$ cat config.mk
export PLATFORM = sky130hd
export DESIGN_NAME = mem_port_arbiter
export DESIGN_NICKNAME = d
export VERILOG_FILES = /design/src/rtl/mem_port_arbiter_pkg.sv /design/src/rtl/mem_arb_select.sv /design/src/rtl/mem_port_arbiter.sv
export SDC_FILE = /design/constraint.sdc
export NUM_CORES = 1
export LEC_CHECK = 0
export ABC_AREA = 1
export CORE_MARGIN = 4
export CORE_UTILIZATION = 40
export CTS_CLUSTER_SIZE = 10
export DETAILED_ROUTE_END_ITERATION = 12
export PLACE_DENSITY_LB_ADDON = 0.25
export REMOVE_ABC_BUFFERS = 1
export SLEW_MARGIN = 0
export SYNTH_ARGS = -nofsm -noshare
export SYNTH_HDL_FRONTEND = slang
export SYNTH_SLANG_ARGS = --single-unit
$ cat constraint.sdc
create_clock -name clock -period 2.7 [get_ports clock]
set_input_delay 0.405 -clock clock [delete_from_list [all_inputs] [get_ports clock]]
set_output_delay 0.405 -clock clock [all_outputs]
set_load 0.005 [all_outputs]
$ cat src/rtl/mem_port_arbiter_pkg.sv
// mem_port_arbiter_pkg: shared state/owner encodings and latency bounds for the memory port arbiter
package mem_port_arbiter_pkg;
  typedef enum logic {IDLE = 1'b0, ACCESS = 1'b1} state_e;
  typedef enum logic {OWN_IF = 1'b0, OWN_D = 1'b1} owner_e;
  localparam int MEM_LAT_MIN = 1;
  localparam int MEM_LAT_MAX = 15;
  localparam int CNT_W = 4;
endpackage

$ cat src/rtl/mem_arb_select.sv
// mem_arb_select: combinational owner pick; MEM_ARB_RR_EN selects round-robin on contention
module mem_arb_select
  import mem_port_arbiter_pkg::*;
(
  input  logic if_req_i,
  input  logic d_req_i,
  input  logic last_owner_i,
  output logic any_req_o,
  output logic owner_o
);
  assign any_req_o = if_req_i | d_req_i;
`ifdef MEM_ARB_RR_EN
  assign owner_o = (if_req_i && d_req_i) ? (last_owner_i == OWN_IF ? OWN_D : OWN_IF) : d_req_i;
`else
  logic unused_last;
  assign unused_last = last_owner_i;
  assign owner_o = d_req_i;
`endif
endmodule

$ cat src/rtl/mem_port_arbiter.sv
// mem_port_arbiter: shares one memory port between fetch and data, fixed-latency access sequencing.
// Define MEM_ARB_RR_EN for round-robin arbitration instead of data-over-fetch priority.
module mem_port_arbiter
  import mem_port_arbiter_pkg::*;
#(
  parameter int ADDR_W  = 16,
  parameter int DATA_W  = 16,
  parameter int MEM_LAT = 1
) (
  input  logic              clock,
  input  logic              reset,
  input  logic              if_req,
  input  logic [ADDR_W-1:0] if_addr,
  output logic              if_gnt,
  output logic              if_rvalid,
  output logic [DATA_W-1:0] if_rdata,
  input  logic              d_req,
  input  logic              d_we,
  input  logic [ADDR_W-1:0] d_addr,
  input  logic [DATA_W-1:0] d_wdata,
  output logic              d_gnt,
  output logic              d_rvalid,
  output logic [DATA_W-1:0] d_rdata,
  output logic [ADDR_W-1:0] mem_addr,
  output logic [DATA_W-1:0] mem_wdata,
  output logic              mem_we,
  input  logic [DATA_W-1:0] mem_rdata,
  output logic              busy
);
  localparam int LAT_C = (MEM_LAT < MEM_LAT_MIN) ? MEM_LAT_MIN :
                         (MEM_LAT > MEM_LAT_MAX) ? MEM_LAT_MAX : MEM_LAT;
  state_e state_q, state_d;
  owner_e owner_q, owner_d;
  logic [CNT_W-1:0] cnt_q, cnt_d;
  logic acc_we_q, acc_we_d;
  logic [ADDR_W-1:0] mem_addr_q, mem_addr_d;
  logic [DATA_W-1:0] mem_wdata_q, mem_wdata_d;
  logic mem_we_q, mem_we_d;
  logic if_rvalid_q, if_rvalid_d, d_rvalid_q, d_rvalid_d;
  logic [DATA_W-1:0] if_rdata_q, if_rdata_d, d_rdata_q, d_rdata_d;
  logic any_req, sel, grant, sel_we;
  mem_arb_select u_sel (
    .if_req_i    (if_req),
    .d_req_i     (d_req),
    .last_owner_i(owner_q),
    .any_req_o   (any_req),
    .owner_o     (sel)
  );
  // reset masks the grant so a request during reset is neither acknowledged nor latched
  assign grant  = (state_q == IDLE) && any_req && !reset;
  assign if_gnt = grant && (sel == OWN_IF);
  assign d_gnt  = grant && (sel == OWN_D);
  assign sel_we = (sel == OWN_D) && d_we;
  always_comb begin
    state_d     = state_q;
    owner_d     = owner_q;
    cnt_d       = cnt_q;
    acc_we_d    = acc_we_q;
    mem_addr_d  = mem_addr_q;
    mem_wdata_d = mem_wdata_q;
    mem_we_d    = 1'b0;
    if_rvalid_d = 1'b0;
    d_rvalid_d  = 1'b0;
    if_rdata_d  = if_rdata_q;
    d_rdata_d   = d_rdata_q;
    if (grant) begin
      state_d     = ACCESS;
      owner_d     = owner_e'(sel);
      cnt_d       = CNT_W'(LAT_C);
      acc_we_d    = sel_we;
      mem_we_d    = sel_we;
      mem_addr_d  = (sel == OWN_D) ? d_addr : if_addr;
      mem_wdata_d = (sel == OWN_D) ? d_wdata : mem_wdata_q;
    end else if (state_q == ACCESS) begin
      cnt_d = cnt_q - CNT_W'(1);
      if (cnt_q == CNT_W'(1)) begin
        state_d     = IDLE;
        if_rvalid_d = (owner_q == OWN_IF);
        d_rvalid_d  = (owner_q == OWN_D);
        if_rdata_d  = (owner_q == OWN_IF) ? mem_rdata : if_rdata_q;
        d_rdata_d   = (owner_q == OWN_D && !acc_we_q) ? mem_rdata : d_rdata_q;
      end
    end
  end
  always_ff @(posedge clock) begin
    if (reset) begin
      state_q     <= IDLE;
      owner_q     <= OWN_IF;
      cnt_q       <= '0;
      acc_we_q    <= 1'b0;
      mem_addr_q  <= '0;
      mem_wdata_q <= '0;
      mem_we_q    <= 1'b0;
      if_rvalid_q <= 1'b0;
      d_rvalid_q  <= 1'b0;
      if_rdata_q  <= '0;
      d_rdata_q   <= '0;
    end else begin
      state_q     <= state_d;
      owner_q     <= owner_d;
      cnt_q       <= cnt_d;
      acc_we_q    <= acc_we_d;
      mem_addr_q  <= mem_addr_d;
      mem_wdata_q <= mem_wdata_d;
      mem_we_q    <= mem_we_d;
      if_rvalid_q <= if_rvalid_d;
      d_rvalid_q  <= d_rvalid_d;
      if_rdata_q  <= if_rdata_d;
      d_rdata_q   <= d_rdata_d;
    end
  end
  assign mem_addr  = mem_addr_q;
  assign mem_wdata = mem_wdata_q;
  assign mem_we    = mem_we_q;
  assign if_rvalid = if_rvalid_q;
  assign d_rvalid  = d_rvalid_q;
  assign if_rdata  = if_rdata_q;
  assign d_rdata   = d_rdata_q;
  assign busy      = (state_q == ACCESS);
endmodule

==> run summary <==
status: complete, no violations
synthesized area per cell: 7.11 µm²
CP endpoint kind: output port
Hold Path Cell Cnt: 2
Final Critical Period: 2330 ps
GRT Util Overall: 17.9%
Worst-path clk slew: 70 ps
CTS tree: done
Max Transition Viols Final: 0
synth warn: 0
peak per-stage delay on the critical path: 580 ps
Area growth, synth to finish: 51.6%
static leakage: 2.04 nW
Synth cell types: 25
Setup crit start kind: primary input
worst setup path category: primary input to output port
CTS root buf: clkbuf_8
vias in the first global route: 2887
largest net degree at the start of global routing: 34
I/O pin cnt: 139
Max-Cap Viols: 0
number of antenna violations at the first check in global routing: 0
Setup Skew: 5.81 ps
ratio of final minimum period to clock period: 86.3%
clk buf depth: 2
normalized max-slew margin: 77.6%
hold buffer count at cts: 0
synth top area cells: dfxtp_1 (47%), nand2_1 (20%), nor2_1 (8.5%)
crit-path max FO: 10
Final Hold Fails: 0
share of cells above drive strength 1: 6.92%
Setup violations, final: 0
Post-route DRC: 0
Initial Util: 42.2%
die width: 96.4 µm
ANT cells: 0
Port Buffers: 138
fillers: 679
cell family with most CP delay: buffers and inverters
Clock Latency Late Sink: 340 ps
Initial DRC Count: 144
Sink Count: 74
Design Power: 0.00265 W
Post-CTS Setup Inserts: 0
async set or reset register ratio after synthesis: 0%
Via Count: 3134
die footprint: 9300 µm²
slowest cell on the critical path: clkdlybuf4s50_1
dpl hpwl: 5950 µm
Peak Freq: 429 MHz
synth cell count leaders: nand2_1 (170), dfxtp_1 (74), nor2_1 (71), inv_1 (24), nand3_1 (21)
DRT antenna net count: 0
Die Span Y: 96.4 µm
worst r2r path cells: 8
met2 wire length: 3520 µm
Total Routed Length: 8140 µm
Most used DFF post-synth: dfxtp_1
Seq/Total Area, Yosys: 47.4%
min-delay worst type: flip-flop to flip-flop
Post-Route Setup TNS: 0 ps
Worst R2R End: d_rdata[0]
PwrDens: 559 nW/µm²
drt pass-1 iters: 4
FP Rows: 31
cell taking the most area after synthesis: dfxtp_1
cell with the most instances after synthesis: nand2_1
CP dominant cell by count: clkdlybuf4s50_1
Inserted Clock Buffers: 9
Post-Synthesis Cells: 440
Worst path depth: 6
per-cell routed wire length: 12.0 µm
worst-margin pin slew: 336 ps
Yosys reg bits: 74
CTS resizes: 0
Met3 Wirelength: 1030 µm
WP buf/inv: 3
Worst R2R Setup Slack: 1240 ps
top sig layer: met4
placed instance area: 4540 µm²
Max VDD drop: 0.000302 V
Hold Path End: cnt_q[1]
crit-path cells: clkdlybuf4s50_1 -> inv_4 -> nand2_4 -> nand3_4 -> nor2_8 -> clkdlybuf4s50_1
total grt overflow: 0
RD Place Congestion: 0.791
H-tree depth: 3
vias per cell: 4.63
Layout Nets: 644
Post-synth EDFFs: 0
Netlist Area Pre-Place: 3130 µm²
DRT met1 WL: 3410 µm
Hold WS: 463 ps
post-route cell area: 4740 µm²
Hold Crit Start: cnt_q[1]
Data arrival, critical path: 1920 ps
WP data required: 2300 ps
start of the worst register-to-register path: cnt_q[1]
RSZ-0062 raised after global routing: false
first-pass GRT wire length: 12900 µm
total core area: 7410 µm²
Synth top area share: 47.4%
## power breakdown
| part | total (W) | leakage (nW) | switching [W] | internal [W] |
|---|---|---|---|---|
| Combinational | 0.000564 | 1.33 | 0.000259 | 0.000305 |
| Sequential | 0.00122 | 0.603 | 0.0000447 | 0.00117 |
| Clock | 0.000871 | 0.105 | 0.000399 | 0.000473 |
## final cells by class
type | count | area, µm² | area share (%)
Sequential cell | 74 | 1480 | 31.2
Timing Repair Buffer | 149 | 1460 | 30.9
Multi-Input combinational cell | 311 | 1360 | 28.7
Clock buffer | 11 | 151 | 3.19
Tap cell | 99 | 124 | 2.61
Inverter | 28 | 108 | 2.27
Clock inverter | 5 | 52.6 | 1.11
## layout by cell type (no fill, tap or decap)
cell type and count:
ha_1 2, nor2_2 2, nand2_4 1, clkinv_2 3
nand3_4 1, buf_4 11, nor2_1 71, nor4_1 1
nand2_1 170, clkdlybuf4s50_1 138, o211ai_1 16, inv_4 1
or2_2 1, clkbuf_8 11, inv_1 23, a21oi_1 19
o22ai_1 2, nand3_2 1, nor2_8 1, nor2_4 1
nor3_1 1, bufinv_16 1, inv_2 4, nand3_1 21
dfxtp_1 74, clkinvlp_4 1
## metrics by stage
stage	cells	setup slack (ps)	utilization [%]
after floorplan	413	273	-
after global placement	661	393	61.3
after detailed placement	661	374	61.3
after CTS	677	367	64.0
after global routing	677	313	64.0
final	677	371	64.0
## how the worst max path moves through the flow
stage / startpoint / to
final: d_req / d_gnt
after global routing: d_req / d_gnt
after CTS: d_req / d_gnt
after detailed placement: d_req / d_gnt
after global placement: d_req / d_gnt
after floorplan: reset / d_gnt
## state kept, by name (all words and copies together) (netlist names)
name,count
if_rdata,16
d_rdata,16
if_rvalid,1
mem_addr,16
owner_q,1
cnt_q,4
d_rvalid,1
acc_we_q,1
mem_we,1
busy,1
mem_wdata,16
## tightest hold or removal path, cell delays in order (launching register included)
cell     delay, ps
dfxtp_1        310
nand2_1         60
a21oi_1         50
## per-layer routing
layer	vias to the layer above	GRT usage, %
li1	1624	-
met1	1366	20.8
met2	129	27.7
met3	15	8.37
met4	0	8.53
met5	-	0
## kinds of logic after synthesis
kind of cell	Yosys count	share of synthesized area, %
AND/OR/NAND/NOR	272	35.5
adder cells (fa/ha/maj)	2	0.800
flip-flops	74	47.4
AO/OA/AOI/OAI	37	7.28
buffers and inverters	55	9.08
Note: power is estimated with default switching activity, not from simulation.
==> edit 1: new RTL, same flow settings <==
Make the reset (`reset`) asynchronous in one clocked block.
--- a/src/rtl/mem_port_arbiter.sv
+++ b/src/rtl/mem_port_arbiter.sv
@@ -84,3 +84,3 @@
   end
-  always_ff @(posedge clock) begin
+  always_ff @(posedge clock or posedge reset) begin
     if (reset) begin
Formal check against the unedited RTL: differs if reset is asserted again (counterexample within 4 cycles, from zero or initial values and one cycle with reset high); with reset held inactive, the same outputs for 10 cycles.
==> edit 1 against the unedited design <==
- sequential cell count unchanged
- area after synthesis rose by 0.88%
- wire length decreased by 1.9%
- clock skew is 0.00056 ns higher
- synthesized cell count fell by 14%
- worst setup slack better by 0.10 ns
- cell area up 1.5%
- via count decreased by 9.1%
- fmax up 4.7%
- critical path depth shrank 1
- count of clock-buffer cells in the layout is 1 higher
- highest routed layer unchanged
Power is not compared: it rests on default switching activity, and its combinational part moved more than twofold at a synthesized area within 25%.
==> edit 1: results (changes against the unedited design) <==
stage,metric,value,unit,change
status,outcome,"complete, no violations",,unchanged
grt,use_met2,0.266,,was 0.277
grt,grt_pass1_vias,2797,,was 2887
worst_setup_path,cp-startpoint,reset,,was d_req
finish,buffers,144,,was 149
finish,drive_gt1_frac,0.0592,,was 0.0692
grt,grt_pass1_wl,13200,um,was 12900 um
routing,wl_met2,3550,um,was 3520 um
synth,synth_fa_ha_area_frac,0.00793,,was 0.00800
finish,inverters,29,,was 28
placement,dpl.hpwl,5930,um,was 5950 um
worst_setup_path,critPathMaxFanout,2,,was 10
synth,synthTopCellsByArea,"dfrtp_1 59%, nand2_1 24%, nand3_1 3.0%",,"was dfxtp_1 47%, nand2_1 20%, nor2_1 8.5%"
finish,clock_area_frac,0.0385,,was 0.0430
finish,seq_share,0.385,,was 0.312
synth,ys_types,23,,was 25
worst_setup_path,arrival,1.82,ns,was 1.92 ns
routing,drt_iter0_markers,116,,was 144
synth,async_reset_ff_frac,1.00,,was 0
grt,use_met1,0.218,,was 0.208
placement,gp_congestion,0.760,,was 0.791
synth,seq_area_frac_synth,0.587,,was 0.474
sta,skew,0.00637,ns,was 0.00581 ns
grt,grtUsageMet3,0.0735,,was 0.0837
synth,yosysTopAreaCell,dfrtp_1,,was dfxtp_1
finish,nonClkBufAreaFrac,0.299,,was 0.309
routing,wl_met3,854,um,was 1030 um
-- edit 1: cell types whose count changed in the layout (fill, tap and decap cells not counted), moves of 2 or more --
cell      change
buf_4         -6
nor2_1       -60
dfxtp_1      -74
nand2_1      +31
o211ai_1     -16
dfrtp_1      +74
o21ai_0      +18
a21oi_1      -18
nand3_1       -2
clkbuf_1      +2
o22ai_1       -2
-- edit 1: per-stage QoR --
step	area [sq um]	hold WS (ns)	instances	util	power [mW]
after floorplan	3060	0.465	365	-	2.78
after global placement	4630	0.454	611	0.602	4.09
after detailed placement	4630	0.457	611	0.602	4.15
after CTS	4810	0.416	626	0.626	5.00
after global routing	4810	0.442	626	0.626	5.30
final	4810	0.420	626	0.626	4.93
-- edit 1: cell families (layout without fill, tap and decap cells) --
logic type	Yosys count	in the layout
simple gates	239	239
flops	74	74
buf+inv	44	188
compound gates	20	20
fa+ha+maj	2	2
xor+xnor	1	1
==> edit 2: new RTL, same settings <==
Made on the original files. Add a define of `MEM_ARB_RR_EN`.
--- a/src/rtl/mem_arb_select.sv
+++ b/src/rtl/mem_arb_select.sv
@@ -1,2 +1,4 @@
 // mem_arb_select: combinational owner pick; MEM_ARB_RR_EN selects round-robin on contention
+`define MEM_ARB_RR_EN
+
 module mem_arb_select
Formal check against the unedited RTL: not equivalent (Yosys sat finds a counterexample within 4 cycles, from zero or initial values and one cycle with reset high).
==> edit 2 against the unedited design <==
- worst setup slack worse by 0.085 ns
- area after synthesis decreased by 2.6%
- clock skew grew 0.0078 ns
- total power is 1.8% lower
- cell area fell by 2.7%
- critical endpoint is now if_gnt
- core utilization down 1.1 points
- worst hold slack improved by 0.0012 ns
- first-iteration DRC count is 19% lower
- count of clock-buffer cells in the layout decreased by 2
- sequential cell count did not move
- wire length grew 3.0%
- non-clock buffer count decreased by 4
- largest power group unchanged
- clock power is 9.0% lower
- critical path type unchanged
- highest routed layer unchanged
==> edit 2: results (changes against the unedited design) <==
stage,metric,value,unit,change
placement,dpl.hpwl,6160,um,was 5950 um
placement,gp_congestion,0.844,,was 0.791
grt,track_usage,0.186,,was 0.179
sta,hold_ws,0.464,ns,was 0.463 ns
finish,drive_gt1_frac,0.0935,,was 0.0692
grt,grt_pass1_wl,13300,um,was 12900 um
synth,async_reset_ff_frac,0,,unchanged
finish,fin_cells,623,,was 677
power_and_ir_drop,p_leak,1.76,nW,was 2.04 nW
worst_setup_path,arrival,2.01,ns,was 1.92 ns
synth,synthTopCellsByCount,"105 x nand2_1, 74 x dfxtp_1, 37 x nor2_1, 33 x nor3_1, 29 x o21ai_1",,"was 170 x nand2_1, 74 x dfxtp_1, 71 x nor2_1, 24 x inv_1, 21 x nand3_1"
routing,finalWirelength,8380,um,was 8140 um
synth,synthTopCellsByArea,"dfxtp_1 49%, nand2_1 13%, nor3_1 5.4%",,"was dfxtp_1 47%, nand2_1 20%, nor2_1 8.5%"
synth,synthXorXnorAreaFrac,0.00287,,was 0
power_and_ir_drop,ir_drop,244,uV,was 302 uV
synth,synth_compound_area_frac,0.124,,was 0.0728
finish,layout.nets,590,,was 644
grt,grt_max_degree,51,,was 34
synth,ys_types,30,,was 25
clock_network,post_cts_buffers,0,,unchanged
status,outcome,"complete, no violations",,unchanged
synth,synth_fa_ha_area_frac,0.00821,,was 0.00800
worst_setup_path,ff2ff_setup_slack,0.97,ns,was 1.24 ns
synth,synthCells,388,,was 440
synth,seq_area_frac_synth,0.486,,was 0.474
placement,pre_cts_ws,0.268,ns,was 0.374 ns
sta,setup_slack,0.286,ns,was 0.371 ns
grt,grt_pass1_vias,2856,,was 2887
routing,vias,2987,,was 3134
## edit 2: cell types whose count changed in the layout (fill, tap and decap cells not counted), sizes merged, moves of 3 or more
| cell | unedited run | this run |
|---|---|---|
| nand2 | 171 | 110 |
| nor2 | 75 | 41 |
| nor3 | 1 | 34 |
| inv | 28 | 13 |
| nand3 | 23 | 20 |
| o21ai | 0 | 48 |
| buf | 11 | 7 |
| o211ai | 16 | 0 |
| clkinv | 3 | 0 |
## edit 2: area by class of cell
cell class	count	area [sq um]
tap	99	124
sequential	74	1480
clock buffer	9	124
inverter	9	33.8
clock inverter	7	57.6
timing repair buffer	145	1430
multi-input combinational	280	1360
fill	639	2720
## edit 2: metal layers
| metal | wire length, um | global-route usage | up-vias |
|---|---|---|---|
| met3 | 792 | 0.0679 | 9 |
| met1 | 3700 | 0.234 | 1326 |
| met4 | 87 | 0.0577 | 0 |
| met2 | 3810 | 0.298 | 110 |
| li1 | - | - | 1542 |
| met5 | 0 | 0 | - |
## edit 2: worst paths after layout
| kind | cells after the start | endpoint | startpoint |
|---|---|---|---|
| worst max-delay path | 6 | if_gnt | if_req |
| worst min-delay path | 2 | mem_addr[3]$_SDFFE_PP0P_ | mem_addr[3]$_SDFFE_PP0P_ |
| worst max register to register | 4 | d_rdata[1]$_SDFFE_PP0P_ | busy$_SDFF_PP0_ |
| worst min register to register | 2 | mem_addr[3]$_SDFFE_PP0P_ | mem_addr[3]$_SDFFE_PP0P_ |
## edit 2: where the power goes
group          internal [mW]  leakage (nW)  total (mW)  switching [mW]
clock network          0.346        0.0833       0.793           0.447
logic                  0.306          1.08       0.579           0.273
registers               1.17         0.603        1.23          0.0564
## edit 2: worst max-delay path, delay by kind of cell
family                 cells  cell delay (ns)
and+or+nand+nor            3             0.45
buffers and inverters      3             1.16
